## config.mk

```make
export PLATFORM = sky130hd
export DESIGN_NAME = kyber_bram_reader_flat
export DESIGN_NICKNAME = d
export VERILOG_FILES = /design/src/rtl/kyber_bram_reader_if.sv /design/src/rtl/kyber_bram_reader.sv /design/src/flat_wrapper.sv
export SDC_FILE = /design/constraint.sdc
export NUM_CORES = 1
export LEC_CHECK = 0
export CAP_MARGIN = 15
export CORE_MARGIN = 10
export CORE_UTILIZATION = 48
export CTS_BUF_LIST = sky130_fd_sc_hd__clkbuf_16
export CTS_CLUSTER_DIAMETER = 200
export DETAILED_ROUTE_END_ITERATION = 6
export PLACE_DENSITY = 0.81
export SLEW_MARGIN = 10
export SYNTH_ARGS = -nofsm -noshare
export SYNTH_HDL_FRONTEND = slang
export SYNTH_SLANG_ARGS = --single-unit
```

## constraint.sdc

```tcl
create_clock -name clk -period 2.4 [get_ports clk]
set_clock_uncertainty 0.2 [all_clocks]
set_input_delay 0.24 -clock clk [delete_from_list [all_inputs] [get_ports clk]]
set_output_delay 0.24 -clock clk [all_outputs]
set_load 0.05 [all_outputs]
```

## src/rtl/kyber_bram_reader_if.sv

```systemverilog
// Stream port of the Kyber RAM dump reader.
// master: m_data/m_valid/m_last out, m_ready in; slave: the reverse.
interface kyber_bram_reader_if;
    logic [31:0] m_data;
    logic        m_valid;
    logic        m_ready;
    logic        m_last;

    modport master (
        output m_data,
        output m_valid,
        output m_last,
        input  m_ready
    );

    modport slave (
        input  m_data,
        input  m_valid,
        input  m_last,
        output m_ready
    );
endinterface

```

## src/rtl/kyber_bram_reader.sv

```systemverilog
// Pauses the Kyber core at a chosen state and streams RAM words as 32-bit beats.
// Ports: clk, rst (async low), req/req_state/start_addr/word_count/abort in,
//   kyber_state/kyber_bram from core, pause/pause_state/bram_addr to core,
//   m (stream master), busy, done.
module kyber_bram_reader (
    input  logic        clk,
    input  logic        rst,
    input  logic        req,
    input  logic [4:0]  req_state,
    input  logic [8:0]  start_addr,
    input  logic [9:0]  word_count,
    input  logic        abort,
    input  logic [4:0]  kyber_state,
    output logic        pause,
    output logic [4:0]  pause_state,
    output logic [8:0]  bram_addr,
    input  logic [95:0] kyber_bram,
    kyber_bram_reader_if.master m,
    output logic        busy,
    output logic        done
);

    typedef enum logic [2:0] {
        S_IDLE,
        S_ARM,
        S_READ,
        S_CAPT,
        S_SEND,
        S_FIN
    } state_t;

    state_t      state;
    state_t      state_nxt;
    logic [9:0]  count_q;
    logic [8:0]  addr_q;
    logic [95:0] hold_q;
    logic [1:0]  beat_q;
    logic        accept;
    logic        word_end;

    assign accept    = m.m_valid && m.m_ready;
    assign word_end  = accept && (beat_q == 2'd2);
    assign bram_addr = addr_q;

    always_ff @(posedge clk or negedge rst) begin
        if (!rst) state <= S_IDLE;
        else      state <= state_nxt;
    end

    always_comb begin
        state_nxt = state;
        if (state != S_IDLE && abort) begin
            state_nxt = S_IDLE;
        end else begin
            unique case (state)
                S_IDLE:
                    if (req)
                        state_nxt = (word_count == 10'd0) ? S_FIN : S_ARM;
                S_ARM:
                    if (kyber_state == pause_state)
                        state_nxt = S_READ;
                S_READ:
                    state_nxt = S_CAPT;
                S_CAPT:
                    state_nxt = S_SEND;
                S_SEND:
                    if (word_end)
                        state_nxt = (count_q == 10'd1) ? S_FIN : S_READ;
                S_FIN:
                    state_nxt = S_IDLE;
                default:
                    state_nxt = S_IDLE;
            endcase
        end
    end

    // pause is computed from the next state so it is a clean flop output
    always_ff @(posedge clk or negedge rst) begin
        if (!rst) begin
            pause       <= 1'b0;
            pause_state <= 5'd0;
            addr_q      <= 9'd0;
            count_q     <= 10'd0;
            hold_q      <= 96'd0;
            beat_q      <= 2'd0;
        end else begin
            pause <= (state_nxt == S_ARM)  || (state_nxt == S_READ) ||
                     (state_nxt == S_CAPT) || (state_nxt == S_SEND);
            unique case (state)
                S_IDLE:
                    if (req && word_count != 10'd0) begin
                        pause_state <= req_state;
                        addr_q      <= start_addr;
                        count_q     <= (word_count > 10'd512) ? 10'd512
                                                             : word_count;
                        beat_q      <= 2'd0;
                    end
                S_CAPT: begin
                    hold_q <= kyber_bram;
                    beat_q <= 2'd0;
                end
                S_SEND:
                    if (accept && !abort) begin
                        if (beat_q == 2'd2) begin
                            beat_q  <= 2'd0;
                            count_q <= count_q - 10'd1;
                            // 9-bit add wraps 511 back to 0
                            if (count_q != 10'd1)
                                addr_q <= addr_q + 9'd1;
                        end else begin
                            beat_q <= beat_q + 2'd1;
                        end
                    end
                default: ;
            endcase
        end
    end

    always_comb begin
        m.m_valid = (state == S_SEND);
        m.m_last  = (state == S_SEND) && (beat_q == 2'd2) &&
                    (count_q == 10'd1);
        busy      = (state != S_IDLE);
        done      = (state == S_FIN);
        m.m_data  = 32'd0;
        if (state == S_SEND) begin
            unique case (beat_q)
                2'd0:    m.m_data = hold_q[31:0];
                2'd1:    m.m_data = hold_q[63:32];
                2'd2:    m.m_data = hold_q[95:64];
                default: m.m_data = 32'd0;
            endcase
        end
    end

endmodule

```

## src/flat_wrapper.sv

```systemverilog
// flat-port wrapper written by rule: the top's interface ports become plain ports
module kyber_bram_reader_flat 
  (clk, rst, req, req_state, start_addr, word_count, abort, kyber_state, pause, pause_state, bram_addr, kyber_bram, busy, done, m_m_data, m_m_valid, m_m_last, m_m_ready);
  kyber_bram_reader_if m_i ();
  input  logic clk;
  input  logic rst;
  input  logic req;
  input  logic [4:0] req_state;
  input  logic [8:0] start_addr;
  input  logic [9:0] word_count;
  input  logic abort;
  input  logic [4:0] kyber_state;
  output logic pause;
  output logic [4:0] pause_state;
  output logic [8:0] bram_addr;
  input  logic [95:0] kyber_bram;
  output logic busy;
  output logic done;
  output wire logic [$bits(m_i.m_data)-1:0] m_m_data;
  output wire logic [$bits(m_i.m_valid)-1:0] m_m_valid;
  output wire logic [$bits(m_i.m_last)-1:0] m_m_last;
  input wire logic [$bits(m_i.m_ready)-1:0] m_m_ready;
  assign m_m_data = m_i.m_data;
  assign m_m_valid = m_i.m_valid;
  assign m_m_last = m_i.m_last;
  assign m_i.m_ready = m_m_ready;
  kyber_bram_reader u_core (.clk(clk), .rst(rst), .req(req), .req_state(req_state), .start_addr(start_addr), .word_count(word_count), .abort(abort), .kyber_state(kyber_state), .pause(pause), .pause_state(pause_state), .bram_addr(bram_addr), .kyber_bram(kyber_bram), .m(m_i), .busy(busy), .done(done));
endmodule
```

; ---- Word-level counts from Yosys, hierarchy flattened
; Index checks and enable logic that the tools add are counted.
[classes]
eq_ne = 18
n_mux = 23
order_cmp = 1
add_sub_neg = 3
n_reduce_logical = 22
[ops]
columns = cell, n
row1 = 32-bit case mux with 3 select lines, 1
row2 = 10-bit 2-to-1 mux, 4
row3 = 9-bit 2-to-1 mux, 4
row4 = 32-bit 2-to-1 mux, 1
row5 = 10-bit case mux with 2 select lines, 1
row6 = 3-bit 2-to-1 mux, 6
row7 = 9-bit case mux with 2 select lines, 1
row8 = 3-bit case mux with 5 select lines, 1
row9 = 3-bit by 2-bit equality test with 1-bit output (second input constant), 4
row10 = 10-bit by 1-bit equality test with 1-bit output (second input constant), 1
row11 = 10-bit > comparator (second input constant), 1
row12 = 10-bit zero test, 1
row13 = 10-bit by 1-bit inequality test with 1-bit output (second input constant), 1
row14 = 10-bit nonzero test, 1
row15 = 10-bit by 1-bit subtractor with 10-bit output (second input constant), 1
row16 = 9-bit by 1-bit adder with 9-bit output (second input constant), 1
row17 = 3-bit equality test (second input constant), 3
row18 = 1-bit logical AND, 7
row19 = 3-bit by 1-bit equality test with 1-bit output (second input constant), 2
row20 = 2-bit 2-to-1 mux, 3
row21 = 2-bit inequality test (second input constant), 3
row22 = 2-bit case mux with 3 select lines, 1
row23 = 3-bit nonzero test, 2
row24 = 5-bit equality test, 1
row25 = other kinds (13), 15
[totals]
input_bits = 130
output_inout_bits = 51
regBits = 126
word_cells = 74

; ---- Depth between registers and ports, before layout
[logic_depth]
depth_word = 10
ltp_mapped = 10
mapped_depth_nobuf = 7

; ---- Least setup slack after synthesis
; No wires, ideal clock.
[synth_timing]
kind = register -> output
startpoint = register u_core.count_q[7]
endpoint = output m_m_last
arrival_time_ns = 2.168
path_buffers = 0
stages_incl_launch_ff = 5
required_time_ns = 1.960
path_slack_ns = -0.208
path_cell_list = dfrtp_1 -> nor4_4 -> and2b_4 -> nand3_4 -> nor3b_1
[synth_via]
elab_chain_cells = 2
[synth_rtl]
columns = item, line_no
row1 = "start, declared", kyber_bram_reader.sv:34  ; logic [9:0] count_q;
row2 = "start signal, assigned", kyber_bram_reader.sv:94  ; count_q <= (word_count > 10'd512) ? 10'd512
row3 = "start signal, assigned", kyber_bram_reader.sv:106  ; count_q <= count_q - 10'd1;
row4 = 10-bit by 1-bit equality test with 1-bit output, kyber_bram_reader.sv:122  ; (count_q == 10'd1);
row5 = 1-bit logical AND, kyber_bram_reader.sv:121  ; m.m_last = (state == S_SEND) && (beat_q == 2'd2) &&
row6 = "end, declared", flat_wrapper.sv:21  ; output wire logic [$bits(m_i.m_last)-1:0] m_m_last;
; Every way passes these cells.

; ---- Worst setup path after layout
; Ends and elaborated chain as after synthesis.

==> reports/metrics.yaml <==
dieArea_um2: 17780
nets: 876
grt_pass1_vias: 5471
coreArea_um2: 12620
p_per_area_nw_per_um2: 1050
antenna_found_initial: 0
slew_violations: 0
die_y_um: 133.3
grt_max_degree: 50
max_stage_delay_ns: 0.40
async_reset_ff_share_pct: 100.0
wl_per_cell_um: 19.62
rows: 41
port_buffers: 180
rsz0062_at_grt: "yes"
grt_pass1_wl_mm: 28.66
hp-class: "in -> async"
insertion_delay_ns: 0.41
crit_fanout: 4
synthTopCellsByCount: "dfrtp_1 (126), mux2_2 (101), nor2_1 (86)"
path_clk_slew_ns: 0.06
yosysSeqAreaShare_pct: 51.14
vias: 5064
p_leak_nw: 3.761
synth_most_common_cell: "dfrtp_1"
place_hpwl_mm: 13.14
synth_cells: 556
initial_core_util_pct: 48.86
finalCritPeriodShare_pct: 98.00
ff2ff_setup_slack_ns: 0.26
arrival_ns: 1.91
dieWidth_um: 133.3
drv_cap: 0
worst_slew_pin_slew_ns: 0.5395
worstReg2RegEnd: "u_core.bram_addr[6]"
dpl_cell_area_um2: 8551
synth_edf_count: 0
ant_nets: 0
grt-ovfl-total: 0
synth_cell_types: 44
cp-start-kind: "flip-flop"
ys_warn_count: 0
cts_sinks: 126
syn_nets: 689
hold_violations: 0
ys_seq_elements: 126
htree_levels: 4
cp.required_ns: 1.96
status: "complete, no violations"
synth_top_area_share_pct: 51.14
r2r_start: "u_core.count_q[7]"
cts_root_buffer: "clkbuf_16"
worstSetupPathType: "reg -> out"
dr.pass1.iters: 4
fmax_ghz: 0.4252
seq_area_um2: 3154
cp_slowest_cell: "dfrtp_1"
crit_path_end_kind: "output pin"
diodes: 0
drt_iter0_drc: 290
gp_congestion: 0.8416
postLayoutCellArea_um2: 9251
rr_worst_depth: 8
slew_headroom_pct: 63.92
multi_input_area_um2: 2864
synth.area.top_cells: "dfrtp_1 (51%), mux2_2 (18%), nor2_1 (5.2%), mux2i_1 (5.2%), a21oi_1 (4.6%)"
peakVddDrop_mv: 0.5320
worstPathCellList: "nor4_4, and2b_4, nand3_4, nor3b_4, buf_12"
cts_max_path_buffers: 2
period_needed_ns: 2.352
synth_ff_type: "dfrtp_1"
tns_ns: 0
gr-usage-all-layers_pct: 19.93
wl_mm: 18.21
pin_count: 181
drc_errors: 0
yosysTopAreaCell: "dfrtp_1"
vias_per_cell: 5.457
avgSynthCellArea_um2: 11.09
cts_tree: "done"
syn2layout_area_growth_pct: 50.04
fillers: 872
numCtsBuffers: 17
synth_area_um2: 6166
layout-drive-gt1-share_pct: 28.44
setup_viol: 0
==> what timing repair did <==
action | CTS | global route
hold buffers | 1 | 0
gates cloned | 0 | 1
pin swaps | 0 | 3
gates resized for setup | 11 | 15
hold endpoints to repair | 77 | 0
buffers inserted | 0 | 5
endpoints found under the setup margin | 19 | 30
==> through the flow <==
step	worst slack [ns]	std cells	total power [W]	hold slack [ns]	util [%]
floorplan	0.03669	556	0.006057	-0.2556	-
global placement	0.03825	889	0.006971	0.01217	67.76
detailed placement	0.01586	889	0.007206	0.02350	67.76
CTS	0.0001192	922	0.009684	0.1298	72.50
global route	-0.02168	928	0.01027	0.1569	73.31
finish	0.04793	928	0.009710	0.1354	73.31
==> flip-flops by register name, indices dropped and copies added (netlist names) <==
name,count
u_core.state,3
u_core.beat_q,2
u_core.hold_q,96
u_core.count_q,10
u_core.bram_addr,9
u_core.pause_state,5
u_core.pause,1
==> kinds of logic after synthesis <==
group                      count (synthesis)  synth area share (%)
and+or+nand+nor                          143                 10.92
muxes                                    133                 23.64
buffers and inverters                     43                 3.328
DFF                                      126                 51.14
adders and majority gates                  3                0.6088
AOI/OAI and AO/OA                        102                 9.517
xor gates and xnor gates                   6                0.8523
==> final cells by class <==
cell class	count	share of cell area, %
Timing Repair Buffer	206	26.40
Multi-Input combinational cell	387	30.96
Sequential cell	126	34.10
Inverter	5	0.2029
Tap cell	172	2.326
Clock inverter	15	1.420
Clock buffer	17	4.598
==> worst max-delay path, delay by kind of cell, from the launching register on <==
kind / cells / cell delay [ns]
buffers and inverters: 1 / 0.17
AND/OR/NAND/NOR: 4 / 0.93
flip-flops: 1 / 0.40
==> worst max path at each step <==
stage | start | end | slack, ns
3_3_place_gp | word_count[2] | u_core.pause_state[0] | 0.04
5_1_grt | u_core.state[1] | m_m_data[26] | -0.02
2_1_floorplan | u_core.beat_q[1] | m_m_data[10] | 0.04
4_1_cts | u_core.beat_q[0] | m_m_data[6] | 0.0001
6_report | u_core.count_q[7] | m_m_last | 0.05
3_5_place_dp | word_count[5] | u_core.pause_state[4] | 0.02
==> power breakdown <==
part	total (W)	switching [W]	internal, W	leakage, nW
Sequential	0.00392	0.000741	0.00318	1.48
Clock	0.00242	0.000918	0.00150	0.292
Combinational	0.00336	0.00165	0.00171	1.99
==> per-layer routing <==
| metal | up-vias | track usage [%] | share of wire, % |
|---|---|---|---|
| met4 | 0 | 7.557 | 1.9 |
| met2 | 177 | 33.62 | 51 |
| met5 | - | 0 | 0 |
| met1 | 2509 | 22.29 | 40 |
| met3 | 29 | 7.707 | 7.4 |
| li1 | 2349 | - | - |
==> layout by cell type, fill, tap and decap left out, types with 3 or more instances in the layout <==
cell             instances
buf_6                    3
o21ai_0                 18
nor3_1                   5
nand2b_1                 4
nor2_2                  15
clkinv_2                 6
o22ai_1                  4
inv_1                    6
a31oi_1                  4
o22a_1                   3
o31ai_1                  3
clkdlybuf4s50_1        143
nand4_1                  6
nor2_1                  72
xnor2_1                  6
clkbuf_16               18
buf_4                   16
nand3_1                  7
mux2_2                 101
dfrtp_1                125
ha_1                     3
nand2_1                 18
a21oi_1                 57
mux2i_1                 32
buf_12                  40
No activity file was read; power rests on OpenSTA's default activity.
